===== src/rtl/wb_data_stage_if.sv =====
// MEM/WB boundary bundle: MEM-stage instruction fields in, write-back
// register-file / forwarding outputs back.
interface wb_data_stage_if #(
    parameter int unsigned XLEN  = 32,
    parameter int unsigned CNT_W = 32
);
    // MEM-stage side
    logic             in_valid;
    logic             stall;
    logic             flush;
    logic [5:0]       op;
    logic [1:0]       sel;
    logic             we;
    logic [4:0]       waddr;
    logic [XLEN-1:0]  dmdout;
    logic [XLEN-1:0]  aluout;
    logic [XLEN-1:0]  pc;
    logic [15:0]      imm;

    // WB-stage side
    logic             wb_valid;
    logic             rf_we;
    logic [4:0]       rf_waddr;
    logic [XLEN-1:0]  rf_wdata;
    logic             align_err;
    logic [CNT_W-1:0] wb_count;

    // Pipeline control / MEM stage drives the instruction, observes WB
    modport master (
        output in_valid, stall, flush, op, sel, we, waddr,
               dmdout, aluout, pc, imm,
        input  wb_valid, rf_we, rf_waddr, rf_wdata, align_err, wb_count
    );

    // The write-back stage itself
    modport slave (
        input  in_valid, stall, flush, op, sel, we, waddr,
               dmdout, aluout, pc, imm,
        output wb_valid, rf_we, rf_waddr, rf_wdata, align_err, wb_count
    );
endinterface


===== src/rtl/wb_data_stage.sv =====
// Write-back stage: registered MEM/WB boundary forming register-file write
// data from ALU result, sized/signed load data, link address or LUI value,
// with stall/flush control, load alignment checking and a saturating
// retired-write counter.
module wb_data_stage #(
    parameter int unsigned XLEN     = 32,
    parameter int unsigned LINK_OFF = 4,
    parameter int unsigned LINK_REG = 31,
    parameter int unsigned CNT_W    = 32
) (
    input  logic            clk,
    input  logic            rst,
    wb_data_stage_if.slave  bus
);

    typedef enum logic [5:0] {
        OP_JAL = 6'h03,
        OP_LUI = 6'h0F,
        OP_LB  = 6'h20,
        OP_LH  = 6'h21,
        OP_LW  = 6'h23,
        OP_LBU = 6'h24,
        OP_LHU = 6'h25
    } op_e;

    logic [7:0]      ld_byte;
    logic [15:0]     ld_half;
    logic            is_jal;
    logic            misaligned;
    logic [4:0]      dest;
    logic [XLEN-1:0] wdata_n;
    logic            rf_we_n;
    logic            align_n;

    // Extract the addressed byte and halfword from the little-endian word
    always_comb begin
        ld_byte = bus.dmdout[{bus.sel, 3'b000} +: 8];
        ld_half = bus.dmdout[{bus.sel[1], 4'b0000} +: 16];
    end

    // Form write data, destination and write enable for the MEM-stage instruction
    always_comb begin
        is_jal     = 1'b0;
        misaligned = 1'b0;
        wdata_n    = bus.aluout;
        case (bus.op)
            OP_LB:  wdata_n = {{(XLEN-8){ld_byte[7]}}, ld_byte};
            OP_LBU: wdata_n = {{(XLEN-8){1'b0}}, ld_byte};
            OP_LH: begin
                wdata_n    = {{(XLEN-16){ld_half[15]}}, ld_half};
                misaligned = bus.sel[0];
            end
            OP_LHU: begin
                wdata_n    = {{(XLEN-16){1'b0}}, ld_half};
                misaligned = bus.sel[0];
            end
            OP_LW: begin
                wdata_n    = bus.dmdout;
                misaligned = (bus.sel != 2'b00);
            end
            OP_JAL: begin
                wdata_n = bus.pc + XLEN'(LINK_OFF);
                is_jal  = 1'b1;
            end
            OP_LUI: wdata_n = {bus.imm, {(XLEN-16){1'b0}}};
            default: wdata_n = bus.aluout;
        endcase
        dest    = is_jal ? 5'(LINK_REG) : bus.waddr;
        rf_we_n = bus.in_valid & (bus.we | is_jal) & (dest != 5'd0) & ~misaligned;
        align_n = bus.in_valid & misaligned;
    end

    // WB pipeline register: flush kills, stall holds, otherwise capture
    always_ff @(posedge clk or posedge rst) begin
        if (rst) begin
            bus.wb_valid  <= 1'b0;
            bus.rf_we     <= 1'b0;
            bus.rf_waddr  <= '0;
            bus.rf_wdata  <= '0;
            bus.align_err <= 1'b0;
        end else if (bus.flush) begin
            bus.wb_valid  <= 1'b0;
            bus.rf_we     <= 1'b0;
            bus.align_err <= 1'b0;
        end else if (bus.stall) begin
            // Held instruction must not re-report its alignment fault
            bus.align_err <= 1'b0;
        end else begin
            bus.wb_valid  <= bus.in_valid;
            bus.rf_we     <= rf_we_n;
            bus.rf_waddr  <= dest;
            bus.rf_wdata  <= wdata_n;
            bus.align_err <= align_n;
        end
    end

    // Count captures that produce a register write, saturating at all-ones
    always_ff @(posedge clk or posedge rst) begin
        if (rst) begin
            bus.wb_count <= '0;
        end else if (!bus.flush && !bus.stall && rf_we_n && (bus.wb_count != '1)) begin
            bus.wb_count <= bus.wb_count + CNT_W'(1);
        end
    end

endmodule

===== src/flat_wrapper.sv =====
// flat-port wrapper written by rule: the top's interface ports become plain ports
module wb_data_stage_flat 
#(
    parameter int unsigned XLEN     = 32,
    parameter int unsigned LINK_OFF = 4,
    parameter int unsigned LINK_REG = 31,
    parameter int unsigned CNT_W    = 32
)
  (clk, rst, bus_in_valid, bus_stall, bus_flush, bus_op, bus_sel, bus_we, bus_waddr, bus_dmdout, bus_aluout, bus_pc, bus_imm, bus_wb_valid, bus_rf_we, bus_rf_waddr, bus_rf_wdata, bus_align_err, bus_wb_count);
  wb_data_stage_if #(.XLEN(XLEN), .CNT_W(CNT_W)) bus_i ();
  input  logic clk;
  input  logic rst;
  input wire logic [$bits(bus_i.in_valid)-1:0] bus_in_valid;
  input wire logic [$bits(bus_i.stall)-1:0] bus_stall;
  input wire logic [$bits(bus_i.flush)-1:0] bus_flush;
  input wire logic [$bits(bus_i.op)-1:0] bus_op;
  input wire logic [$bits(bus_i.sel)-1:0] bus_sel;
  input wire logic [$bits(bus_i.we)-1:0] bus_we;
  input wire logic [$bits(bus_i.waddr)-1:0] bus_waddr;
  input wire logic [$bits(bus_i.dmdout)-1:0] bus_dmdout;
  input wire logic [$bits(bus_i.aluout)-1:0] bus_aluout;
  input wire logic [$bits(bus_i.pc)-1:0] bus_pc;
  input wire logic [$bits(bus_i.imm)-1:0] bus_imm;
  output wire logic [$bits(bus_i.wb_valid)-1:0] bus_wb_valid;
  output wire logic [$bits(bus_i.rf_we)-1:0] bus_rf_we;
  output wire logic [$bits(bus_i.rf_waddr)-1:0] bus_rf_waddr;
  output wire logic [$bits(bus_i.rf_wdata)-1:0] bus_rf_wdata;
  output wire logic [$bits(bus_i.align_err)-1:0] bus_align_err;
  output wire logic [$bits(bus_i.wb_count)-1:0] bus_wb_count;
  assign bus_i.in_valid = bus_in_valid;
  assign bus_i.stall = bus_stall;
  assign bus_i.flush = bus_flush;
  assign bus_i.op = bus_op;
  assign bus_i.sel = bus_sel;
  assign bus_i.we = bus_we;
  assign bus_i.waddr = bus_waddr;
  assign bus_i.dmdout = bus_dmdout;
  assign bus_i.aluout = bus_aluout;
  assign bus_i.pc = bus_pc;
  assign bus_i.imm = bus_imm;
  assign bus_wb_valid = bus_i.wb_valid;
  assign bus_rf_we = bus_i.rf_we;
  assign bus_rf_waddr = bus_i.rf_waddr;
  assign bus_rf_wdata = bus_i.rf_wdata;
  assign bus_align_err = bus_i.align_err;
  assign bus_wb_count = bus_i.wb_count;
  wb_data_stage #(.XLEN(XLEN), .LINK_OFF(LINK_OFF), .LINK_REG(LINK_REG), .CNT_W(CNT_W)) u_core (.clk(clk), .rst(rst), .bus(bus_i));
endmodule

===== config.mk =====
export PLATFORM = sky130hd
export DESIGN_NAME = wb_data_stage_flat
export DESIGN_NICKNAME = d
export VERILOG_FILES = /design/src/rtl/wb_data_stage_if.sv /design/src/rtl/wb_data_stage.sv /design/src/flat_wrapper.sv
export SDC_FILE = /design/constraint.sdc
export NUM_CORES = 1
export LEC_CHECK = 0
export CAP_MARGIN = 30
export CELL_PAD_IN_SITES_DETAIL_PLACEMENT = 1
export CELL_PAD_IN_SITES_GLOBAL_PLACEMENT = 1
export CORE_MARGIN = 1.5
export CORE_UTILIZATION = 31
export CTS_CLUSTER_DIAMETER = 30
export DETAILED_ROUTE_END_ITERATION = 7
export PLACE_DENSITY = 0.91
export SETUP_SLACK_MARGIN = 0.02
export SYNTH_ARGS = -nofsm -noshare
export SYNTH_HDL_FRONTEND = slang
export SYNTH_SLANG_ARGS = --single-unit
export TNS_END_PERCENT = 1

===== constraint.sdc =====
create_clock -name clk -period 2.65 [get_ports clk]
set_clock_uncertainty 0.15 [all_clocks]
set_input_delay 0.265 -clock clk [delete_from_list [all_inputs] [get_ports clk]]
set_output_delay 0.265 -clock clk [all_outputs]
set_load 0.02 [all_outputs]

==> summary.txt <==
Pwr
  • PwrDens: roughly 480 nW/um^2
  • Max VDD drop: roughly 0.3 mV
  • Switching Power: approximately 1.1 mW
  • Tot Pwr: approximately 3.7 mW
  • Leakage: 2.97 nW
  • Net Sw Frac: 0.306
  • Sequential Power Share: 0.354
  • Cell Int Power: 2.57 mW
  • Clock power frac: 0.358
  • Logic pwr share: 0.288

GRT
  • Antenna violations before repair: 0
  • GRT Total Usage: 0.262
  • Largest net degree at the start of global routing: 73
  • GRT Residual Overflow: 0
  • First-pass GRT wire length: 33.1 mm
  • Vias in the first global route: 5875

Yosys
  • Syn Inst Count: 556
  • Syn. warnings: 0
  • Top post-synthesis cells by count: dfrtp_1, nand2_1, nor2_1
  • Synth Flop Type: dfrtp_1
  • Register area share after synthesis: 0.371
  • Avg Synthesized Cell Area: between 8 and 9 sq um
  • Area contributors post-synth: dfrtp_1, xnor2_1, nand2_1
  • Yosys top cell by area: dfrtp_1
  • #FFs+latches synth: 72
  • Mapped Nets: about 690
  • Yosys cell types: 60
  • Fraction of registers with async set/reset: 1.00
  • Count of flip-flops with a built-in enable after synthesis: 0
  • Cell Area, Synth: about 4900 sq um
  • Top cell type's share of synthesized area: 0.371
  • Top-count cell post-synth: dfrtp_1

Final layout
  • # diodes: 0
  • Area delta synth->final: 60.1%
  • Final nets: a little over 900
  • Share of cells above drive strength 1: 0.104
  • Final core occ: 0.510

Die
  • Die area: around 16000 sq um
  • Floorplan row count: 45
  • Initial Util: 0.319
  • Die H: 128 microns
  • Core area: 15300 sq um
  • IO Pins: 203
  • Chip width: roughly 130 microns

Clock tree
  • Worst-Skew Late Latency: approximately 0.35 ns
  • H-tree depth: 3
  • CTS Buffer Depth: 2
  • CTS resizes: 0
  • Num Clock Sinks: between 70 and 80
  • CTS tree: done
  • Clock root buffer: clkbuf_16
  • Post-CTS setup buffer count: 0
  • Cts bufs inserted: 9
  • Reg clk slew, reported paths: approximately 0.060 ns
  • Cts hold-fix bufs: 0

Flow run
  • Max-cap violations: 0

Setup path
  • CP Max Fanout: 7
  • CP startpoint kind: flop
  • Element type at the critical path end: flop
  • Setup CP Type: flop to flop
  • Arrival time of the worst setup path: approximately 2.6 ns
  • WP data required: ~2.8 ns

Detailed routing
  • Drt drc: 0
  • Post-route ant nets: 0
  • Post-Route WL: ~21 mm
  • DR pass1 iterations: 4
  • Vias per cell: around 5.6
  • DRT iter0 DRCs: about 350
  • Vias post-DR: approximately 5600
  • Post-DR wirelength/cell: roughly 21 microns

Placed design
  • Routability cong.: approximately 0.88
  • Count of input and output buffers: slightly above 200
  • Dpl hpwl: 16.6 mm

Timing
  • Slew @ Worst Pin: between 0.6 and 0.7 ns
  • Final setup viols: 0
  • Max Freq: a little over 400 MHz
  • Final Slew Violations: 0
  • Crit path time final: roughly 2.5 ns
  • Worst Hold Slack: around 0.16 ns
  • Crit share post-route: 0.935
  • RSZ-0062 raised after global routing: false
  • Relative slew slack: 0.549
  • Final Hold Fails: 0

Status
  • Status: complete, no violations

Hold path
  • Hold Path Class: primary input to asynchronous set/reset pin
[kinds of logic after synthesis]
group / count (synthesis) / synth area share
AND/OR/NAND/NOR: 228 / 0.255
AO/OA/AOI/OAI: 147 / 0.209
multiplexers: 19 / 0.0448
buffers and inverters: 43 / 0.0350
flip-flops: 72 / 0.371
adder cells (fa/ha/maj): 2 / 0.00515
XOR/XNOR: 45 / 0.0811
[per-layer routing]
metal | track usage | vias up | share of wire
met5 | 0 | - | 0
met4 | 0.110 | 0 | 0.037
met3 | 0.0526 | 51 | 0.066
met2 | 0.455 | 256 | 0.49
met1 | 0.316 | 2719 | 0.41
li1 | - | 2563 | -
[cell usage in the layout (no fill, tap or decap), drive strengths merged, types with 10 or more instances in the layout]
cell type / netlist / routed
a31oi: 15 / 15
nor2: 41 / 41
mux2i: 15 / 15
o21a: 11 / 11
clkdlybuf4s50: 0 / 202
nand2: 47 / 47
a22oi: 14 / 14
nor4: 10 / 10
xnor2: 27 / 27
dfrtp: 72 / 72
o2bb2ai: 16 / 16
o21ai: 34 / 34
clkbuf: 27 / 12
a21oi: 16 / 16
nand3: 22 / 22
a211oi: 10 / 10
nor3: 31 / 31
and3: 11 / 11
nand4: 22 / 22
xor2: 18 / 18
and4: 11 / 11
buf: 9 / 52
[cell type report]
cell class              count  area [sq um]
multi-input cells         441          2900
inverters                   7          26.3
well taps                 211           264
fillers                  1732          7470
flip-flops and latches     72          1800
clock inverters             4          51.3
repair buffers            254          2470
clock buffers              12           267
[final timing paths]
path,from,to,slack [ns],depth (start not counted)
max,u_core.bus.wb_count[11],u_core.bus.wb_count[27],0.17,5
min,rst,u_core.bus.rf_waddr[4],0.16,3
max reg2reg,u_core.bus.wb_count[11],u_core.bus.wb_count[27],0.17,5
min reg2reg,u_core.bus.rf_wdata[2],u_core.bus.rf_wdata[2],0.33,2
max in group asynchronous,rst,u_core.bus.rf_waddr[1],1.82,3
min in group clk,u_core.bus.rf_wdata[2],u_core.bus.rf_wdata[2],0.33,2
[through the flow]
step	cells	setup WS (ns)	setup TNS [ns]	area [sq um]
2_1_floorplan	556	0.410	0	4860
3_3_place_gp	985	-0.198	-0.201	7460
3_5_place_dp	985	-0.288	-0.557	7460
4_1_cts	1001	0.0690	0	7780
5_1_grt	1001	0.0900	0	7780
6_report	1001	0.171	0	7780
[power by group through the flow]
stage	Clock [mW]	Combinational [mW]	Sequential (mW)
floorplan	0	0.282	1.45
global placement	0	1.05	1.33
detailed placement	0	1.07	1.33
CTS	1.33	1.08	1.31
global route	1.37	1.13	1.33
finish	1.33	1.07	1.31
[state kept, by name, summed over array words and instances, names as in the netlist]
signal                flops
u_core.bus.rf_wdata      32
u_core.bus.wb_count      32
u_core.bus.rf_waddr       5
u_core.bus.align_err      1
u_core.bus.rf_we          1
u_core.bus.wb_valid       1
[worst max-delay path: stages (launching register included)]
cell       delay (ns)
dfrtp_1          0.45
nand3_1          0.25
nor4_1           0.52
o2111ai_1        0.41
nor4_1           0.43
xor2_1           0.18
(Power assumes the default switching activity.)
